--- src/rtl/tmds_pkg.sv ---
// Shared constants and types for the TMDS channel decoder.
// Contents: control-token table, video guard-band patterns, TERC4 table,
// alignment state enum and the bit-offset wrap helper.
package tmds_pkg;

    typedef enum logic {
        ST_SEARCH = 1'b0,
        ST_LOCKED = 1'b1
    } tmds_align_state_t;

    // Index is the decoded {C1,C0} value.
    localparam logic [9:0] CTRL_TOKEN [4] = '{
        10'b1101010100,
        10'b0010101011,
        10'b0101010100,
        10'b1010101011
    };

    localparam logic [9:0] VGB_CH02 = 10'b1011001100;
    localparam logic [9:0] VGB_CH1  = 10'b0100110011;

    // Index is the decoded TERC4 nibble.
    localparam logic [9:0] TERC4_CODE [16] = '{
        10'b1010011100, 10'b1001100011, 10'b1011100100, 10'b1011100010,
        10'b0101110001, 10'b0100011110, 10'b0110001110, 10'b0100111100,
        10'b1011001100, 10'b0100111001, 10'b0110011100, 10'b1011000110,
        10'b1010001110, 10'b1001110001, 10'b0101100011, 10'b1011000011
    };

    localparam logic [3:0] OFFSET_MAX = 4'd9;

    function automatic logic [3:0] next_offset(input logic [3:0] off);
        return (off == OFFSET_MAX) ? 4'd0 : off + 4'd1;
    endfunction

endpackage

--- src/rtl/tmds_symbol_decode.sv ---
// Combinational decode of one aligned 10-bit TMDS symbol.
// Ports:
//   i_sym            aligned 10-bit symbol, bit 0 first on the wire
//   o_video          TMDS-decoded 8-bit value (always computed)
//   o_ctrl           {C1,C0} when o_is_ctrl
//   o_terc4          TERC4 nibble when o_is_terc4
//   o_is_ctrl, o_is_terc4, o_is_video_guard   independent class flags
module tmds_symbol_decode
    import tmds_pkg::*;
#(
    parameter int CHANNEL = 0
) (
    input  logic [9:0] i_sym,
    output logic [7:0] o_video,
    output logic [1:0] o_ctrl,
    output logic [3:0] o_terc4,
    output logic       o_is_ctrl,
    output logic       o_is_terc4,
    output logic       o_is_video_guard
);

    localparam logic [9:0] VGB = (CHANNEL == 1) ? VGB_CH1 : VGB_CH02;

    logic [7:0] w_d;

    always_comb begin
        w_d        = i_sym[9] ? ~i_sym[7:0] : i_sym[7:0];
        o_video    = '0;
        o_video[0] = w_d[0];
        for (int i = 1; i < 8; i++) begin
            // q[8] selects whether the encoder chained with XOR or XNOR
            o_video[i] = i_sym[8] ? (w_d[i] ^ w_d[i-1]) : ~(w_d[i] ^ w_d[i-1]);
        end
    end

    always_comb begin
        o_ctrl     = '0;
        o_is_ctrl  = 1'b0;
        o_terc4    = '0;
        o_is_terc4 = 1'b0;
        for (int i = 0; i < 4; i++) begin
            if (i_sym == CTRL_TOKEN[i]) begin
                o_is_ctrl = 1'b1;
                o_ctrl    = i[1:0];
            end
        end
        for (int i = 0; i < 16; i++) begin
            if (i_sym == TERC4_CODE[i]) begin
                o_is_terc4 = 1'b1;
                o_terc4    = i[3:0];
            end
        end
        o_is_video_guard = (i_sym == VGB);
    end

endmodule

--- src/rtl/tmds_channel_decoder.sv ---
// One TMDS receive channel: bit-slip word alignment on repeated control
// tokens, lock supervision, and registered symbol decode.
// Ports:
//   clk_pixel        pixel clock, rising edge
//   RST              asynchronous active-low reset
//   raw_word         unaligned deserializer word, bit 0 received first
//   locked           alignment held; qualifies all decoded outputs
//   slip_offset      current bit offset 0..9
//   video_data, ctrl, terc4, is_ctrl, is_terc4, is_video_guard
//                    decoded symbol, forced to 0 while not locked
//
// state     | meaning
// ST_SEARCH | trying one bit offset for SEARCH_WINDOW cycles, counting token runs
// ST_LOCKED | offset held; idle counter watches for token starvation
module tmds_channel_decoder
    import tmds_pkg::*;
#(
    parameter int CHANNEL       = 0,
    parameter int LOCK_RUN      = 8,
    parameter int SEARCH_WINDOW = 2048,
    parameter int LOSS_TIMEOUT  = 4096
) (
    input  logic       clk_pixel,
    input  logic       RST,
    input  logic [9:0] raw_word,
    output logic       locked,
    output logic [3:0] slip_offset,
    output logic [7:0] video_data,
    output logic [1:0] ctrl,
    output logic [3:0] terc4,
    output logic       is_ctrl,
    output logic       is_terc4,
    output logic       is_video_guard
);

    localparam int RUN_W  = $clog2(LOCK_RUN + 1);
    localparam int WIN_W  = $clog2(SEARCH_WINDOW + 1);
    localparam int IDLE_W = $clog2(LOSS_TIMEOUT + 1);

    localparam logic [RUN_W-1:0]  RUN_MAX  = RUN_W'(LOCK_RUN);
    localparam logic [WIN_W-1:0]  WIN_LAST = WIN_W'(SEARCH_WINDOW - 1);
    localparam logic [IDLE_W-1:0] IDLE_MAX = IDLE_W'(LOSS_TIMEOUT);

    tmds_align_state_t r_state, w_state_nxt;
    logic [9:0]        r_prev_word;
    logic [3:0]        r_offset, w_offset_nxt;
    logic [RUN_W-1:0]  r_run, w_run_nxt;
    logic [WIN_W-1:0]  r_win, w_win_nxt;
    logic [IDLE_W-1:0] r_idle, w_idle_nxt;

    logic [19:0] w_window;
    logic [9:0]  w_q;
    logic [7:0]  w_video;
    logic [1:0]  w_ctrl;
    logic [3:0]  w_terc4;
    logic        w_is_ctrl, w_is_terc4, w_is_vgb;
    logic        w_lock_nxt;

    assign w_window = {raw_word, r_prev_word};
    assign w_q      = w_window[{1'b0, r_offset} +: 10];

    tmds_symbol_decode #(.CHANNEL(CHANNEL)) u_dec (
        .i_sym            (w_q),
        .o_video          (w_video),
        .o_ctrl           (w_ctrl),
        .o_terc4          (w_terc4),
        .o_is_ctrl        (w_is_ctrl),
        .o_is_terc4       (w_is_terc4),
        .o_is_video_guard (w_is_vgb)
    );

    always_comb begin
        w_state_nxt  = r_state;
        w_offset_nxt = r_offset;
        w_win_nxt    = '0;
        w_idle_nxt   = '0;
        w_run_nxt    = w_is_ctrl ? ((r_run == RUN_MAX) ? r_run : r_run + RUN_W'(1)) : '0;
        case (r_state)
            ST_SEARCH: begin
                w_win_nxt = r_win + WIN_W'(1);
                // A run completing on the window's last cycle still locks.
                if (w_run_nxt == RUN_MAX) begin
                    w_state_nxt = ST_LOCKED;
                    w_win_nxt   = '0;
                end else if (r_win == WIN_LAST) begin
                    w_offset_nxt = next_offset(r_offset);
                    w_win_nxt    = '0;
                    w_run_nxt    = '0;
                end
            end
            ST_LOCKED: begin
                w_idle_nxt = w_is_ctrl ? '0 : r_idle + IDLE_W'(1);
                if (w_idle_nxt == IDLE_MAX) begin
                    w_state_nxt  = ST_SEARCH;
                    w_offset_nxt = next_offset(r_offset);
                    w_idle_nxt   = '0;
                    w_run_nxt    = '0;
                end
            end
            default: begin
                w_state_nxt = ST_SEARCH;
                w_run_nxt   = '0;
            end
        endcase
        w_lock_nxt = (w_state_nxt == ST_LOCKED);
    end

    always_ff @(posedge clk_pixel or negedge RST) begin
        if (!RST) begin
            r_state     <= ST_SEARCH;
            r_prev_word <= '0;
            r_offset    <= '0;
            r_run       <= '0;
            r_win       <= '0;
            r_idle      <= '0;
        end else begin
            r_state     <= w_state_nxt;
            r_prev_word <= raw_word;
            r_offset    <= w_offset_nxt;
            r_run       <= w_run_nxt;
            r_win       <= w_win_nxt;
            r_idle      <= w_idle_nxt;
        end
    end

    // Output qualification follows the next state so the token that
    // completes the lock run is the first valid output.
    always_ff @(posedge clk_pixel or negedge RST) begin
        if (!RST) begin
            locked         <= 1'b0;
            video_data     <= '0;
            ctrl           <= '0;
            terc4          <= '0;
            is_ctrl        <= 1'b0;
            is_terc4       <= 1'b0;
            is_video_guard <= 1'b0;
        end else begin
            locked         <= w_lock_nxt;
            video_data     <= w_lock_nxt ? w_video : '0;
            ctrl           <= w_lock_nxt ? w_ctrl : '0;
            terc4          <= w_lock_nxt ? w_terc4 : '0;
            is_ctrl        <= w_lock_nxt & w_is_ctrl;
            is_terc4       <= w_lock_nxt & w_is_terc4;
            is_video_guard <= w_lock_nxt & w_is_vgb;
        end
    end

    assign slip_offset = r_offset;

endmodule
--- config.mk ---
export PLATFORM = sky130hd
export DESIGN_NAME = tmds_channel_decoder
export DESIGN_NICKNAME = d
export VERILOG_FILES = /design/src/rtl/tmds_pkg.sv /design/src/rtl/tmds_symbol_decode.sv /design/src/rtl/tmds_channel_decoder.sv
export SDC_FILE = /design/constraint.sdc
export NUM_CORES = 1
export LEC_CHECK = 0
export ABC_AREA = 1
export CORE_MARGIN = 1
export CORE_UTILIZATION = 28
export DETAILED_ROUTE_END_ITERATION = 12
export PLACE_DENSITY_LB_ADDON = 0.25
export RECOVER_POWER = 50
export SETUP_SLACK_MARGIN = 0.2
export SYNTH_ARGS = -nofsm -noshare
export SYNTH_HDL_FRONTEND = slang
export SYNTH_SLANG_ARGS = --single-unit
export TNS_END_PERCENT = 100
--- constraint.sdc ---
create_clock -name clk_pixel -period 4.7 [get_ports clk_pixel]
set_input_delay 0.47 -clock clk_pixel [delete_from_list [all_inputs] [get_ports clk_pixel]]
set_output_delay 0.47 -clock clk_pixel [all_outputs]
set_load 0.03 [all_outputs]
==> flow_summary.toml <==
[finish]
layout_common_cells = "nand2_1 (141), inv_1 (80), nand3_1 (66)"
stdcell_count = 779
antenna_cells = 0
layout_commonest_cell = "nand2_1"
area_growth_pct = 18.58
stdcell_area_mm2 = 0.004832
nets = 626
drive_above_1_share_pct = 8.514

[timing]
finalHoldViolations = 0
finalCritPeriodShare_pct = 84.01
drv_slew = 38
fmaxAchievable_mhz = 253.3
skew_ns = 0.009018
worstMarginPinSlew_ns = 2.198
setup_viol = 0
period_needed_ns = 3.948
finalWorstSetupSlack_ns = 0.7518
rsz0062_at_grt = "no"
fin_tns_setup_ns = 0
max_slew_margin_pct = -46.56

[yosys]
syn_area_mm2 = 0.004075
ys_async_sr_fraction_pct = 100.0
synth_compound_area_share_pct = 6.417
synth_xor_area_share_pct = 3.009
synth-simple-area-share_pct = 36.14
synthDistinctLibCells = 37
syn_avg_cell_area_um2 = 7.264
yosys_most_used_dff = "dfrtp_1"
ys.warnings.count = 0
synth_edf_count = 0
synth_top_family_by_area = "simple AND/OR/NAND/NOR gates"
synth_nets = 593
synth_fa_ha_area_share_pct = 6.141
synth_mux_area_share_pct = 0.7369
netlist_instances = 561
ys_seq_area_share_pct = 37.46
synth_seq_cells = 61

[clock_network]
numCtsBuffers = 9
cts_tree = "done"
cts_sinks = 61
clock_latency_ns = 0.33
clkTransAtPathRegs_ns = 0.05
cts_max_path_buffers = 2
cts_root_buf = "clkbuf_16"
post-cts-setup-buffers = 0
cts_hold_buf = 0
ctsResizeCount = 0
h-tree-depth = 3

[routing]
drtIter0Drc = 290
ant_nets = 0
drt_pass1_iterations = 5
wirelength_mm = 10.09
via_per_inst = 4.710
drc = 0
vias = 3669
routedWlPerCell_um = 12.95

[hold_path]
min_from = "r_win[0]$_DFF_PN0_"
whs_endpoint = "r_win[0]$_DFF_PN0_"
hold_path_class = "flop to flop"
min_path_cells = 1

[critical_path]
path_buf_inv = 6
timing.rr.end = "video_data[7]$_DFF_PN0_"
r2r_cells = 22
crit_type = "flop to flop"
path_cells = "buf_4 > mux2i_1 > nand2_1 > nand2_1 > inv_1 > o21ai_0 > nand2_1 > inv_1 > ha_1 > inv_1 > nor3_1 > nand2_2 > nand2_2 > inv_2 > nand3_1 > nand3b_4 > nor2_2 > nand2_2 > nand2_4 > nand2_4 > inv_6 > nor2_1"
crit_fanout = 17
crit_family = "simple AND/OR/NAND/NOR gates"
cp.arrival_ns = 4.16
worst_path_max_delay_cell = "dfrtp_1"
cp_slowest_stage_delay_ns = 0.63
ff2ff_setup_slack_ns = 0.75
cp-end-kind = "flop"
cp-start-kind = "flop"
crit_required_ns = 4.91
r2r_start = "slip_offset[0]$_DFFE_PN0P_"

[die]
num_rows = 43
start_util_pct = 29.02
die_area_mm2 = 0.01504
pin_count = 34
fp.dieW_um = 122.6
die_height_um = 122.6
core_mm2 = 0.01404

[power_and_ir_drop]
power_mw = 1.225
power_leakage_nw = 2.336
vdd_ir_drop_max_mv = 0.1276
pwr_density_cell_mw_per_mm2 = 253.5

[grt]
grt_pass1_wl_mm = 17.19
gr-usage-all-layers_pct = 14.75
grt_antenna_before_repair = 0
grt_overflow_total = 0
grt_max_degree = 38
grt_pass1_vias = 3643

[placement]
port_buffers = 33
place.gp.congestion = 0.9521
dpl.hpwl_mm = 7.703
place_ws_ns = 0.7169
post_dp_cell_area_mm2 = 0.004557
dp.cells = 763

[status]
status = "finished with violations"
violations = "capacitance limit, slew limit"

[flow_run]
drv_cap = 1
worst max path at each step:
stage                                     from  depth (start not counted)  slack [ns]                       to
finish              slip_offset[0]$_DFFE_PN0P_                         22        0.75  video_data[7]$_DFF_PN0_
global route        slip_offset[0]$_DFFE_PN0P_                         22        0.25       r_win[9]$_DFF_PN0_
CTS                 slip_offset[0]$_DFFE_PN0P_                         21        0.74  video_data[7]$_DFF_PN0_
detailed placement                 raw_word[4]                         21        0.72  video_data[0]$_DFF_PN0_
global placement                   raw_word[3]                         21        0.83       is_terc4$_DFF_PN0_
floorplan           slip_offset[0]$_DFFE_PN0P_                         24        1.19  video_data[1]$_DFF_PN0_
where the power goes:
part,internal (mW),switching (mW),total (mW)
Clock,0.384,0.223,0.607
Combinational,0.0274,0.0575,0.0849
Sequential,0.530,0.00253,0.533
Total,0.942,0.283,1.23
metal layers:
layer	GRT usage (%)	up-vias	wire length (um)
met5	0	-	0
met4	4.497	0	105
met3	4.136	11	476
met2	24.68	96	4930
met1	18.29	1706	4577
li1	-	1856	-
synth_stat cells, types with 5 or more instances:
master,number,area share (%)
nand2_1,141,13
inv_1,80,7.4
nand3_1,66,8.1
dfrtp_1,61,37
nor2_1,50,4.6
o21ai_0,24,2.9
ha_1,20,6.1
nor3_1,15,1.8
nand4_1,14,2.1
xor2_1,14,3.0
nor2_2,11,1.7
a21oi_1,10,1.2
nand2_2,7,1.1
clkbuf_1,5,0.46
registers in the layout, summed over array words and instances (netlist names):
signal          cells
r_win              12
r_prev_word        10
video_data          8
is_terc4            1
r_run               4
is_ctrl             1
r_idle             13
slip_offset         4
is_video_guard      1
terc4               4
ctrl                2
locked              1
kinds of logic (layout without fill, tap and decap cells):
logic type               count (synthesis)  count (layout)
AO/OA/AOI/OAI                           45              45
XOR/XNOR                                14              14
adder cells (fa/ha/maj)                 20              20
buffers and inverters                   98             136
flip-flops                              61              61
multiplexers                             3               3
AND/OR/NAND/NOR                        320             320
metrics by stage:
step / hold WS, ns / util (%)
floorplan: 0.1744 / -
global placement: 0.4859 / 32.45
detailed placement: 0.4962 / 32.45
CTS: 0.3056 / 34.45
global route: 0.5450 / 34.41
finish: 0.4953 / 34.41
layout make-up:
type                            instances  area, um2
Inverter                               84      320.3
Fill cell                            1495       9210
Clock buffer                           13      260.3
Timing Repair Buffer                   36      342.8
Clock inverter                          3      20.02
Multi-Input combinational cell        402       2137
Sequential cell                        61       1526
Tap cell                              180      225.2
(Power assumes the default switching activity.)
